File: config.mk
export PLATFORM = sky130hd
export DESIGN_NAME = i2c_master_sequencer
export DESIGN_NICKNAME = d
export VERILOG_FILES = /design/src/rtl/i2c_master_sequencer.sv
export SDC_FILE = /design/constraint.sdc
export NUM_CORES = 1
export LEC_CHECK = 0
export BUFFER_PORTS_ARGS = -buffer_cell sky130_fd_sc_hd__buf_2
export CAP_MARGIN = 20
export CORE_MARGIN = 1
export CORE_UTILIZATION = 25
export CTS_CLUSTER_DIAMETER = 40
export DETAILED_ROUTE_END_ITERATION = 10
export PLACE_DENSITY = 0.46
export SLEW_MARGIN = 20
export SYNTH_ARGS = -nofsm -noshare
export SYNTH_HDL_FRONTEND = slang
export SYNTH_SLANG_ARGS = --single-unit
File: constraint.sdc
create_clock -name i2c_core_clock_i -period 3.8 [get_ports i2c_core_clock_i]
set_input_delay 0.57 -clock i2c_core_clock_i [delete_from_list [all_inputs] [get_ports i2c_core_clock_i]]
set_output_delay 0.57 -clock i2c_core_clock_i [all_outputs]
set_load 0.02 [all_outputs]
File: src/rtl/i2c_master_sequencer.sv
// rtl/i2c_master_sequencer.sv - I2C master sequencer: SCL timing, one-hot phase strobes, transaction status
// prescaler must stay below 2**(CNT_W-1) so the full SCL period (2p) fits the edge counter.
module i2c_master_sequencer #(
  parameter int CNT_W = 8
) (
  input  logic             i2c_core_clock_i,
  input  logic             reset_bit_i,
  input  logic             enable_i,
  input  logic [CNT_W-1:0] prescaler_i,
  input  logic [7:0]       addr_rw_i,
  input  logic [CNT_W-1:0] byte_count_i,
  input  logic             repeat_start_i,
  input  logic             sda_i,
  input  logic [CNT_W-1:0] counter_data_ack_i,
  output logic             scl_o,
  output logic             start_cnt_o,
  output logic             write_addr_cnt_o,
  output logic             write_data_cnt_o,
  output logic             read_data_cnt_o,
  output logic             write_ack_cnt_o,
  output logic             read_ack_cnt_o,
  output logic             stop_cnt_o,
  output logic             repeat_start_cnt_o,
  output logic [CNT_W-1:0] counter_detect_edge_o,
  output logic [CNT_W-1:0] counter_state_done_time_repeat_start_o,
  output logic [7:0]       addr_rw_o,
  output logic             ack_bit_o,
  output logic             data_req_o,
  output logic             rx_valid_o,
  output logic             busy_o,
  output logic             done_o,
  output logic             nack_o
);

  typedef enum logic [3:0] {
    S_IDLE, S_START, S_WRITE_ADDR, S_READ_ACK, S_WRITE_DATA,
    S_READ_DATA, S_WRITE_ACK, S_STOP, S_REPEAT_START
  } state_t;

  state_t           state_q, state_d;
  logic [CNT_W-1:0] edge_q, edge_d;
  logic [CNT_W-1:0] presc_q, presc_d;
  logic [CNT_W-1:0] remaining_q, remaining_d;
  logic [CNT_W-1:0] rs_cnt_q, rs_cnt_d;
  logic [7:0]       addr_q, addr_d;
  logic [7:0]       strobe_q, strobe_d;
  logic             repeat_q, repeat_d;
  logic             ack_after_data_q, ack_after_data_d;
  logic             stop_hold_q, stop_hold_d;
  logic             scl_q, scl_d;
  logic             ack_bit_q, ack_bit_d;
  logic             data_req_q, data_req_d;
  logic             rx_valid_q, rx_valid_d;
  logic             busy_q, busy_d;
  logic             done_q, done_d;
  logic             nack_q, nack_d;
  logic             go_end;

  logic [CNT_W-1:0] p_m1, p_m2, period_last, period_m2;
  logic [CNT_W-1:0] rem_after_write, rem_after_read;
  logic             period_end, byte_end;

  assign p_m1        = presc_q - CNT_W'(1);
  assign p_m2        = presc_q - CNT_W'(2);
  assign period_last = {presc_q[CNT_W-2:0], 1'b0} - CNT_W'(1);
  assign period_m2   = {presc_q[CNT_W-2:0], 1'b0} - CNT_W'(2);
  assign period_end  = (edge_q == period_last);
  assign byte_end    = period_end && (counter_data_ack_i == CNT_W'(2));

  // A write byte is only retired once its ACK comes back, so the address ACK must not decrement.
  assign rem_after_write = ack_after_data_q ? remaining_q - CNT_W'(1) : remaining_q;
  assign rem_after_read  = remaining_q - CNT_W'(1);

  always_comb begin
    state_d          = state_q;
    edge_d           = edge_q;
    presc_d          = presc_q;
    remaining_d      = remaining_q;
    rs_cnt_d         = rs_cnt_q;
    addr_d           = addr_q;
    repeat_d         = repeat_q;
    ack_after_data_d = ack_after_data_q;
    stop_hold_d      = stop_hold_q;
    ack_bit_d        = ack_bit_q;
    busy_d           = busy_q;
    nack_d           = nack_q;
    data_req_d       = 1'b0;
    rx_valid_d       = 1'b0;
    done_d           = 1'b0;
    go_end           = 1'b0;
    scl_d            = 1'b1;
    strobe_d         = 8'd0;

    case (state_q)
      S_IDLE: begin
        if (enable_i) begin
          state_d          = S_START;
          edge_d           = '0;
          presc_d          = prescaler_i;
          addr_d           = addr_rw_i;
          remaining_d      = byte_count_i;
          repeat_d         = repeat_start_i;
          ack_after_data_d = 1'b0;
          nack_d           = 1'b0;
          busy_d           = 1'b1;
        end
      end
      S_START: begin
        if (edge_q == p_m1) begin
          state_d = S_WRITE_ADDR;
          edge_d  = '0;
        end else begin
          edge_d = edge_q + CNT_W'(1);
        end
      end
      S_WRITE_ADDR, S_WRITE_DATA, S_READ_DATA: begin
        edge_d = period_end ? '0 : edge_q + CNT_W'(1);
        if (byte_end) begin
          if (state_q == S_READ_DATA) begin
            state_d    = S_WRITE_ACK;
            rx_valid_d = 1'b1;
            ack_bit_d  = (remaining_q == CNT_W'(1));
          end else begin
            state_d          = S_READ_ACK;
            ack_after_data_d = (state_q == S_WRITE_DATA);
          end
        end
      end
      S_READ_ACK: begin
        edge_d = period_end ? '0 : edge_q + CNT_W'(1);
        if (period_end) begin
          if (sda_i) begin
            nack_d      = 1'b1;
            state_d     = S_STOP;
            stop_hold_d = 1'b0;
          end else begin
            remaining_d = rem_after_write;
            if (rem_after_write == '0) begin
              go_end = 1'b1;
            end else if (addr_q[0]) begin
              state_d = S_READ_DATA;
            end else begin
              state_d    = S_WRITE_DATA;
              data_req_d = 1'b1;
            end
          end
        end
      end
      S_WRITE_ACK: begin
        edge_d = period_end ? '0 : edge_q + CNT_W'(1);
        if (period_end) begin
          remaining_d = rem_after_read;
          if (rem_after_read == '0) begin
            go_end = 1'b1;
          end else begin
            state_d = S_READ_DATA;
          end
        end
      end
      S_STOP: begin
        // First a full SCL period for the data path to drive P, then p cycles of bus-free SCL high.
        if (!stop_hold_q) begin
          if (period_end) begin
            stop_hold_d = 1'b1;
            edge_d      = '0;
          end else begin
            edge_d = edge_q + CNT_W'(1);
          end
        end else if (edge_q == p_m1) begin
          state_d     = S_IDLE;
          edge_d      = '0;
          stop_hold_d = 1'b0;
          done_d      = 1'b1;
          busy_d      = 1'b0;
        end else begin
          edge_d = edge_q + CNT_W'(1);
        end
      end
      S_REPEAT_START: begin
        if (rs_cnt_q == '0) begin
          state_d = S_WRITE_ADDR;
          edge_d  = '0;
        end else begin
          rs_cnt_d = rs_cnt_q - CNT_W'(1);
        end
      end
      default: state_d = S_IDLE;
    endcase

    if (go_end) begin
      edge_d = '0;
      if (repeat_q) begin
        state_d          = S_REPEAT_START;
        rs_cnt_d         = {presc_q[CNT_W-2:0], 1'b0};
        addr_d           = addr_rw_i;
        remaining_d      = byte_count_i;
        repeat_d         = repeat_start_i;
        ack_after_data_d = 1'b0;
      end else begin
        state_d     = S_STOP;
        stop_hold_d = 1'b0;
      end
    end

    // SCL and strobes are derived from next-state values so they line up with the registered counters.
    case (state_d)
      S_IDLE:         scl_d = 1'b1;
      S_START:        begin scl_d = 1'b1; strobe_d = 8'b0000_0001; end
      S_REPEAT_START: begin scl_d = !(rs_cnt_d > presc_q); strobe_d = 8'b1000_0000; end
      S_STOP: begin
        scl_d    = stop_hold_d || !((edge_d >= p_m2) && (edge_d <= period_m2));
        strobe_d = 8'b0100_0000;
      end
      default: begin
        scl_d = !((edge_d >= p_m2) && (edge_d <= period_m2));
        case (state_d)
          S_WRITE_ADDR: strobe_d = 8'b0000_0010;
          S_WRITE_DATA: strobe_d = 8'b0000_0100;
          S_READ_DATA:  strobe_d = 8'b0000_1000;
          S_WRITE_ACK:  strobe_d = 8'b0001_0000;
          S_READ_ACK:   strobe_d = 8'b0010_0000;
          default:      strobe_d = 8'b0000_0000;
        endcase
      end
    endcase
  end

  always_ff @(posedge i2c_core_clock_i or posedge reset_bit_i) begin
    if (reset_bit_i) begin
      state_q          <= S_IDLE;
      edge_q           <= '0;
      presc_q          <= '0;
      remaining_q      <= '0;
      rs_cnt_q         <= '0;
      addr_q           <= 8'd0;
      strobe_q         <= 8'd0;
      repeat_q         <= 1'b0;
      ack_after_data_q <= 1'b0;
      stop_hold_q      <= 1'b0;
      scl_q            <= 1'b1;
      ack_bit_q        <= 1'b0;
      data_req_q       <= 1'b0;
      rx_valid_q       <= 1'b0;
      busy_q           <= 1'b0;
      done_q           <= 1'b0;
      nack_q           <= 1'b0;
    end else begin
      state_q          <= state_d;
      edge_q           <= edge_d;
      presc_q          <= presc_d;
      remaining_q      <= remaining_d;
      rs_cnt_q         <= rs_cnt_d;
      addr_q           <= addr_d;
      strobe_q         <= strobe_d;
      repeat_q         <= repeat_d;
      ack_after_data_q <= ack_after_data_d;
      stop_hold_q      <= stop_hold_d;
      scl_q            <= scl_d;
      ack_bit_q        <= ack_bit_d;
      data_req_q       <= data_req_d;
      rx_valid_q       <= rx_valid_d;
      busy_q           <= busy_d;
      done_q           <= done_d;
      nack_q           <= nack_d;
    end
  end

  assign scl_o                                  = scl_q;
  assign start_cnt_o                            = strobe_q[0];
  assign write_addr_cnt_o                       = strobe_q[1];
  assign write_data_cnt_o                       = strobe_q[2];
  assign read_data_cnt_o                        = strobe_q[3];
  assign write_ack_cnt_o                        = strobe_q[4];
  assign read_ack_cnt_o                         = strobe_q[5];
  assign stop_cnt_o                             = strobe_q[6];
  assign repeat_start_cnt_o                     = strobe_q[7];
  assign counter_detect_edge_o                  = edge_q;
  assign counter_state_done_time_repeat_start_o = rs_cnt_q;
  assign addr_rw_o                              = addr_q;
  assign ack_bit_o                              = ack_bit_q;
  assign data_req_o                             = data_req_q;
  assign rx_valid_o                             = rx_valid_q;
  assign busy_o                                 = busy_q;
  assign done_o                                 = done_q;
  assign nack_o                                 = nack_q;

endmodule

== After elaboration in Yosys (flattened, before gate mapping) ==
Cells that the tools add are included.
Storage, ports and cells
  bits in registers: 62
  logic and storage cells: 156
Cells by class
  reductions and logical operators: 19
  mux-type cells: 85
  $lt $le $gt $ge: 3
  eq/ne operators: 25
  add/sub/neg operators: 7
Operator list (count)
  $mux W8: 21
  $mux W4: 13
  $pmux W8 S5: 1
  $mux W1: 39
  $eq A4 B3 Y1 const B: 8
  $pmux W8 S4: 1
  $sub A8 B1 Y8 const B: 4
  $pmux W6 S5: 1
  $pmux W4 S7: 1
  $logic_not A8 Y1: 3
  $pmux W8 S3: 1
  $eq A4 B2 Y1 const B: 4
  $eq A8 B8 Y1: 2
  $sub A8 B2 Y8 const B: 2
  $ne A2 B2 Y1 const B: 5
  $pmux W1 S2: 5
  $add A8 B1 Y8 const B: 1
  $eq A4 B1 Y1 const B: 2
  $eq A4 B4 Y1 const B: 2
  $eq A8 B1 Y1 const B: 1
  $eq A8 B2 Y1 const B: 1
  $ge A8 B8 Y1: 1
  $gt A8 B8 Y1: 1
  $le A8 B8 Y1: 1
  other kinds (13): 18

== Logic depth before layout (Yosys ltp) ==
  depth after elaboration: 13
  gate-level depth with buffers: 23
  depth with buffers taken out: 20

== Worst setup path before layout ==
No wires, ideal clock.
  path kind: register to register
  from: register presc_q[0]
  to: register scl_q, in the netlist scl_o
  arrival time: 4.081 ns
  stages on the path, launching flop included: 24
  period minus slack after synthesis: 4.171 ns
  setup slack: -0.371 ns
  setup time: 0.089 ns
  cells stage by stage: dfrtp_1 -> clkbuf_1 -> inv_1 -> ha_1 -> xnor3_1 -> nand4_1 -> nor4_4 -> and3_1 -> buf_6 -> o21ai_2 -> o221a_2 -> buf_6 -> nor2b_4 -> o21ai_1 -> o21ai_1 -> ha_1 -> nor2b_1 -> o21a_1 -> o21ai_0 -> nand2b_1 -> a21oi_1 -> o21ai_0 -> o21ai_1 -> nand4b_1
Between the ends
  longest elaborated chain between the ends: 11
  elaborated cells on any way between the ends: 45
Ends and longest elaborated chain
  start: declaration: line 42  | logic [CNT_W-1:0] presc_q, presc_d;
  start signal: assignment: line 250  | presc_q <= presc_d;
  $sub A8 B1 Y8, on equally long branches: line 65, 63
  $eq A8 B8 Y1, on equally long branches: line 67, 109, 169
  $mux W8, on equally long branches
  $mux W8: line 162  | if (!stop_hold_q) begin
  $pmux W8 S5: line 94  | case (state_q)
  $mux W8 (*): line 190  | if (go_end) begin
  named net edge_d[2]: line 41  | logic [CNT_W-1:0] edge_q, edge_d;
  $ge A8 B8 Y1 or $le A8 B8 Y1 (tied branches): line 211, 215
  $logic_and A1 B1 Y1 (*): line 211, 215
  $logic_not A1 Y1 (*): line 211, 215
  $logic_or A1 B1 Y1: line 211  | scl_d = stop_hold_d || !((edge_d >= p_m2) && (edge_d <= period_m2));
  $pmux W1 S3 (*): line 206  | case (state_d)
  named net scl_d: line 50  | logic scl_q, scl_d;
  end signal: assignment: line 258  | scl_q <= scl_d;
  end: declaration: line 50
The timed path passes the listed nets; every way through them passes the cells marked *.
A chain may end at the register's enable or synchronous reset.

== Final worst setup path ==
  from: register presc_q[2]
  to: register scl_q, in the netlist scl_o
Between the ends
  elaborated cells on any way between the ends: 45
RTL lines
  $sub A8 B1 Y8 (*): line 65  | assign period_last = {presc_q[CNT_W-2:0], 1'b0} - CNT_W'(1);
  $eq A8 B8 Y1 (*): line 67  | assign period_end = (edge_q == period_last);
  $mux W1, on equally long branches: line 151, 131
  $pmux W1 S2 (*): line 94
  $mux W8 (*): line 190
  named net rs_cnt_d[2]: line 44  | logic [CNT_W-1:0] rs_cnt_q, rs_cnt_d;
  $gt A8 B8 Y1 (*): line 209  | S_REPEAT_START: begin scl_d = !(rs_cnt_d > presc_q); strobe_d = 8'b1000_0000; end
  $logic_not A1 Y1 (*): line 209
  $pmux W1 S3 (*): line 206
  named net scl_d: line 50
Marks and branches as above.

==> metrics <==
status=complete, but fails checks; failing checks=setup timing; Slew headroom=52.5%; Longest Clk Path Bufs=2; Clock transition at path regs=0.06 ns; post-route setup slack=-0.0733 ns; # rows=50; dpl hpwl=12500 um; pre-CTS setup slack=-0.184 ns; RSZ-0062 raised after global routing=yes; CP Capture Type=flop; initial antenna violation count=0; largest net degree at the start of global routing=28; pwr dens=793 nW/um2; Routed WL per cell=15.8 um; Worst R2R Path Depth=19; Hold Violations, Final=0; Ports=76; fin nets=796; CP Data Required Time=4.08 ns; Final Core Density=35.4%; Peak VDD IR=388 uV; vias=4693; Syn Nets=638; diode count=0; Synth async-reset ratio=100%; CTS Buf Count=9; DRC violations left=0; Data arrival, critical path=4.15 ns; fin crit share=102%; Post-synth EDFFs=0; Routed Antenna Nets=0; first-pass GRT wire length=26000 um; Detailed Route Iter0 Violations=170; Post-Synthesis Cells=569; r2r endpoint=scl_o$_DFF_PP1_; post-synthesis average cell area=8.52 um2; hold slack=0.310 ns; Yosys cell types=85; Reg-to-Reg Start=presc_q[2]$_DFFE_PP0P_; RePlAce Congestion=0.896; synth warn=0; Crit Path Max Fanout=5; Hold Crit Class=in2async; Most used DFF post-synth=dfrtp_1; flops & latches, synth=62; sequential share of the synthesized area=32.0%; Worst Clk Skew=0.0100 ns; DR vias/cell=4.74; TritonRoute pass-1 iters=5; critical path launch point type=flop; Detailed Route WL=15600 um; Die ar.=19900 um2; Overflow after GRT=0; proportion of layout cells with a drive suffix above 1=35.3%; Clock Sink Count=62; core area=18800 um2; Peak Freq=0.258 GHz; # setup viols final=1; placed cell area=6130 um2; CTS root buffer=clkbuf_16; PortBufs=75; worst slew pin tran=0.712 ns; Slew Limit Fails=0; Total GRT Usage=16.7%; post-cts hold buffer count=0; Tmin final=3.87 ns; Fill cells=1955; CP Class=reg2reg; clk_lat worst skew=0.35 ns; Die X=141 um; number of global-route vias before repair=4952; static leakage=0.00309 uW; synthesized cell area=4850 um2; Die Span Y=141 um; CTS tree=built; Overall Power=5290 uW; H-tree levels=3; design area=6670 um2; P&R area growth vs syn=37.6%; Initial Utilization=25.7%; flop-to-flop setup slack=-0.07 ns; Max-Cap Viols=0
[state kept, by name (all words and copies together), names as in the netlist]
name and count:
addr_rw_o 8, counter_detect_edge_o 8, counter_state_done_time_repeat_start_o 8, presc_q 8, remaining_q 8, strobe_q 8, state_q 4, ack_after_data_q 1
ack_bit_o 1, busy_o 1, data_req_o 1, done_o 1, nack_o 1, repeat_q 1, rx_valid_o 1, scl_o 1
stop_hold_q 1
[logic make-up after synthesis]
group,after synthesis,synth area share (%)
buffers and inverters,58,5.29
adders and majority gates,32,8.26
xor gates and xnor gates,39,7.61
muxes,4,0.878
DFF,62,32.0
AOI/OAI and AO/OA,145,20.3
and+or+nand+nor,229,25.7
[power by group]
group	total [uW]	internal [uW]	switching, uW
registers	1020	835	189
logic	3400	1650	1750
clock network	870	569	301
total	5290	3050	2240
[what timing repair did]
action,4_1_cts,5_1_grt
endpoints found under the setup margin,1,1
resized for setup,17,15
cloned,0,0
buffers inserted,13,3
pin swaps,20,15
hold endpoints to repair,0,0
[cells in the mapped netlist (9+ instances only)]
master / instances / share of area, %
a21o_1: 9 / 1.4
nor2_1: 44 / 3.4
nand2_1: 67 / 5.2
nor3_1: 18 / 1.9
dfrtp_1: 61 / 31
o21ai_0: 36 / 3.7
or3_1: 10 / 1.3
a21oi_1: 25 / 2.6
o21ai_1: 13 / 1.3
ha_1: 32 / 8.3
nand3_1: 15 / 1.5
xor2_1: 14 / 2.5
xnor2_1: 23 / 4.2
inv_1: 25 / 1.9
clkbuf_1: 16 / 1.2
buf_2: 10 / 1.0
[critical path: stages (launching register included)]
cell	delay, ns
dfrtp_1	0.39
buf_6	0.13
inv_6	0.06
ha_4	0.13
or3b_1	0.36
or3_4	0.39
a2bb2oi_4	0.18
nand3_2	0.12
a211oi_2	0.26
buf_4	0.20
mux2_2	0.36
ha_1	0.28
o21a_1	0.10
o21ai_0	0.14
nand2b_1	0.07
a21oi_1	0.14
o21ai_1	0.07
o21ai_1	0.14
a22o_1	0.18
nand4b_1	0.11
[cell usage in the layout (no fill, tap or decap), types with 13 or more instances in the layout]
cell     instances
buf_2           75
a21oi_1         22
nand2_1         67
o21ai_0         28
dfrtp_1         60
ha_1            29
buf_4           97
nand3_1         14
xor2_1          13
xnor2_1         22
nor3_1          18
nor2_1          44
o21ai_1         16
inv_1           21
[cell type report]
| type | count | area, um2 | share of cell area, % |
|---|---|---|---|
| sequential | 62 | 1550 | 23.3 |
| tap | 260 | 325 | 4.88 |
| clock inverter | 4 | 72.6 | 1.09 |
| clock buffer | 11 | 233 | 3.49 |
| inverter | 27 | 109 | 1.63 |
| multi-input combinational | 449 | 3200 | 47.9 |
| timing repair buffer | 178 | 1180 | 17.7 |
[per-layer routing]
layer,track usage [%],vias up,routed length [um]
met5,0,-,0
met4,5.95,0,379
met3,2.92,27,500
met2,29.3,94,7850
met1,20.5,2223,6920
li1,-,2349,-
[metrics by stage]
stage | instances | setup TNS, ns
floorplan | 569 | -0.106
global placement | 959 | -0.226
detailed placement | 960 | -0.184
CTS | 988 | -0.186
global route | 991 | -0.321
finish | 991 | -0.0733
[worst max-delay path by stage]
stage / startpoint / cells after the start / end / slack [ns]
after floorplan: presc_q[0]$_DFFE_PP0P_ / 23 / scl_o$_DFF_PP1_ / -0.11
after global placement: presc_q[2]$_DFFE_PP0P_ / 21 / scl_o$_DFF_PP1_ / -0.23
after detailed placement: presc_q[2]$_DFFE_PP0P_ / 21 / scl_o$_DFF_PP1_ / -0.18
after CTS: presc_q[2]$_DFFE_PP0P_ / 21 / scl_o$_DFF_PP1_ / -0.19
after global routing: presc_q[2]$_DFFE_PP0P_ / 21 / scl_o$_DFF_PP1_ / -0.32
final: presc_q[2]$_DFFE_PP0P_ / 19 / scl_o$_DFF_PP1_ / -0.07
(Power assumes the default switching activity.)
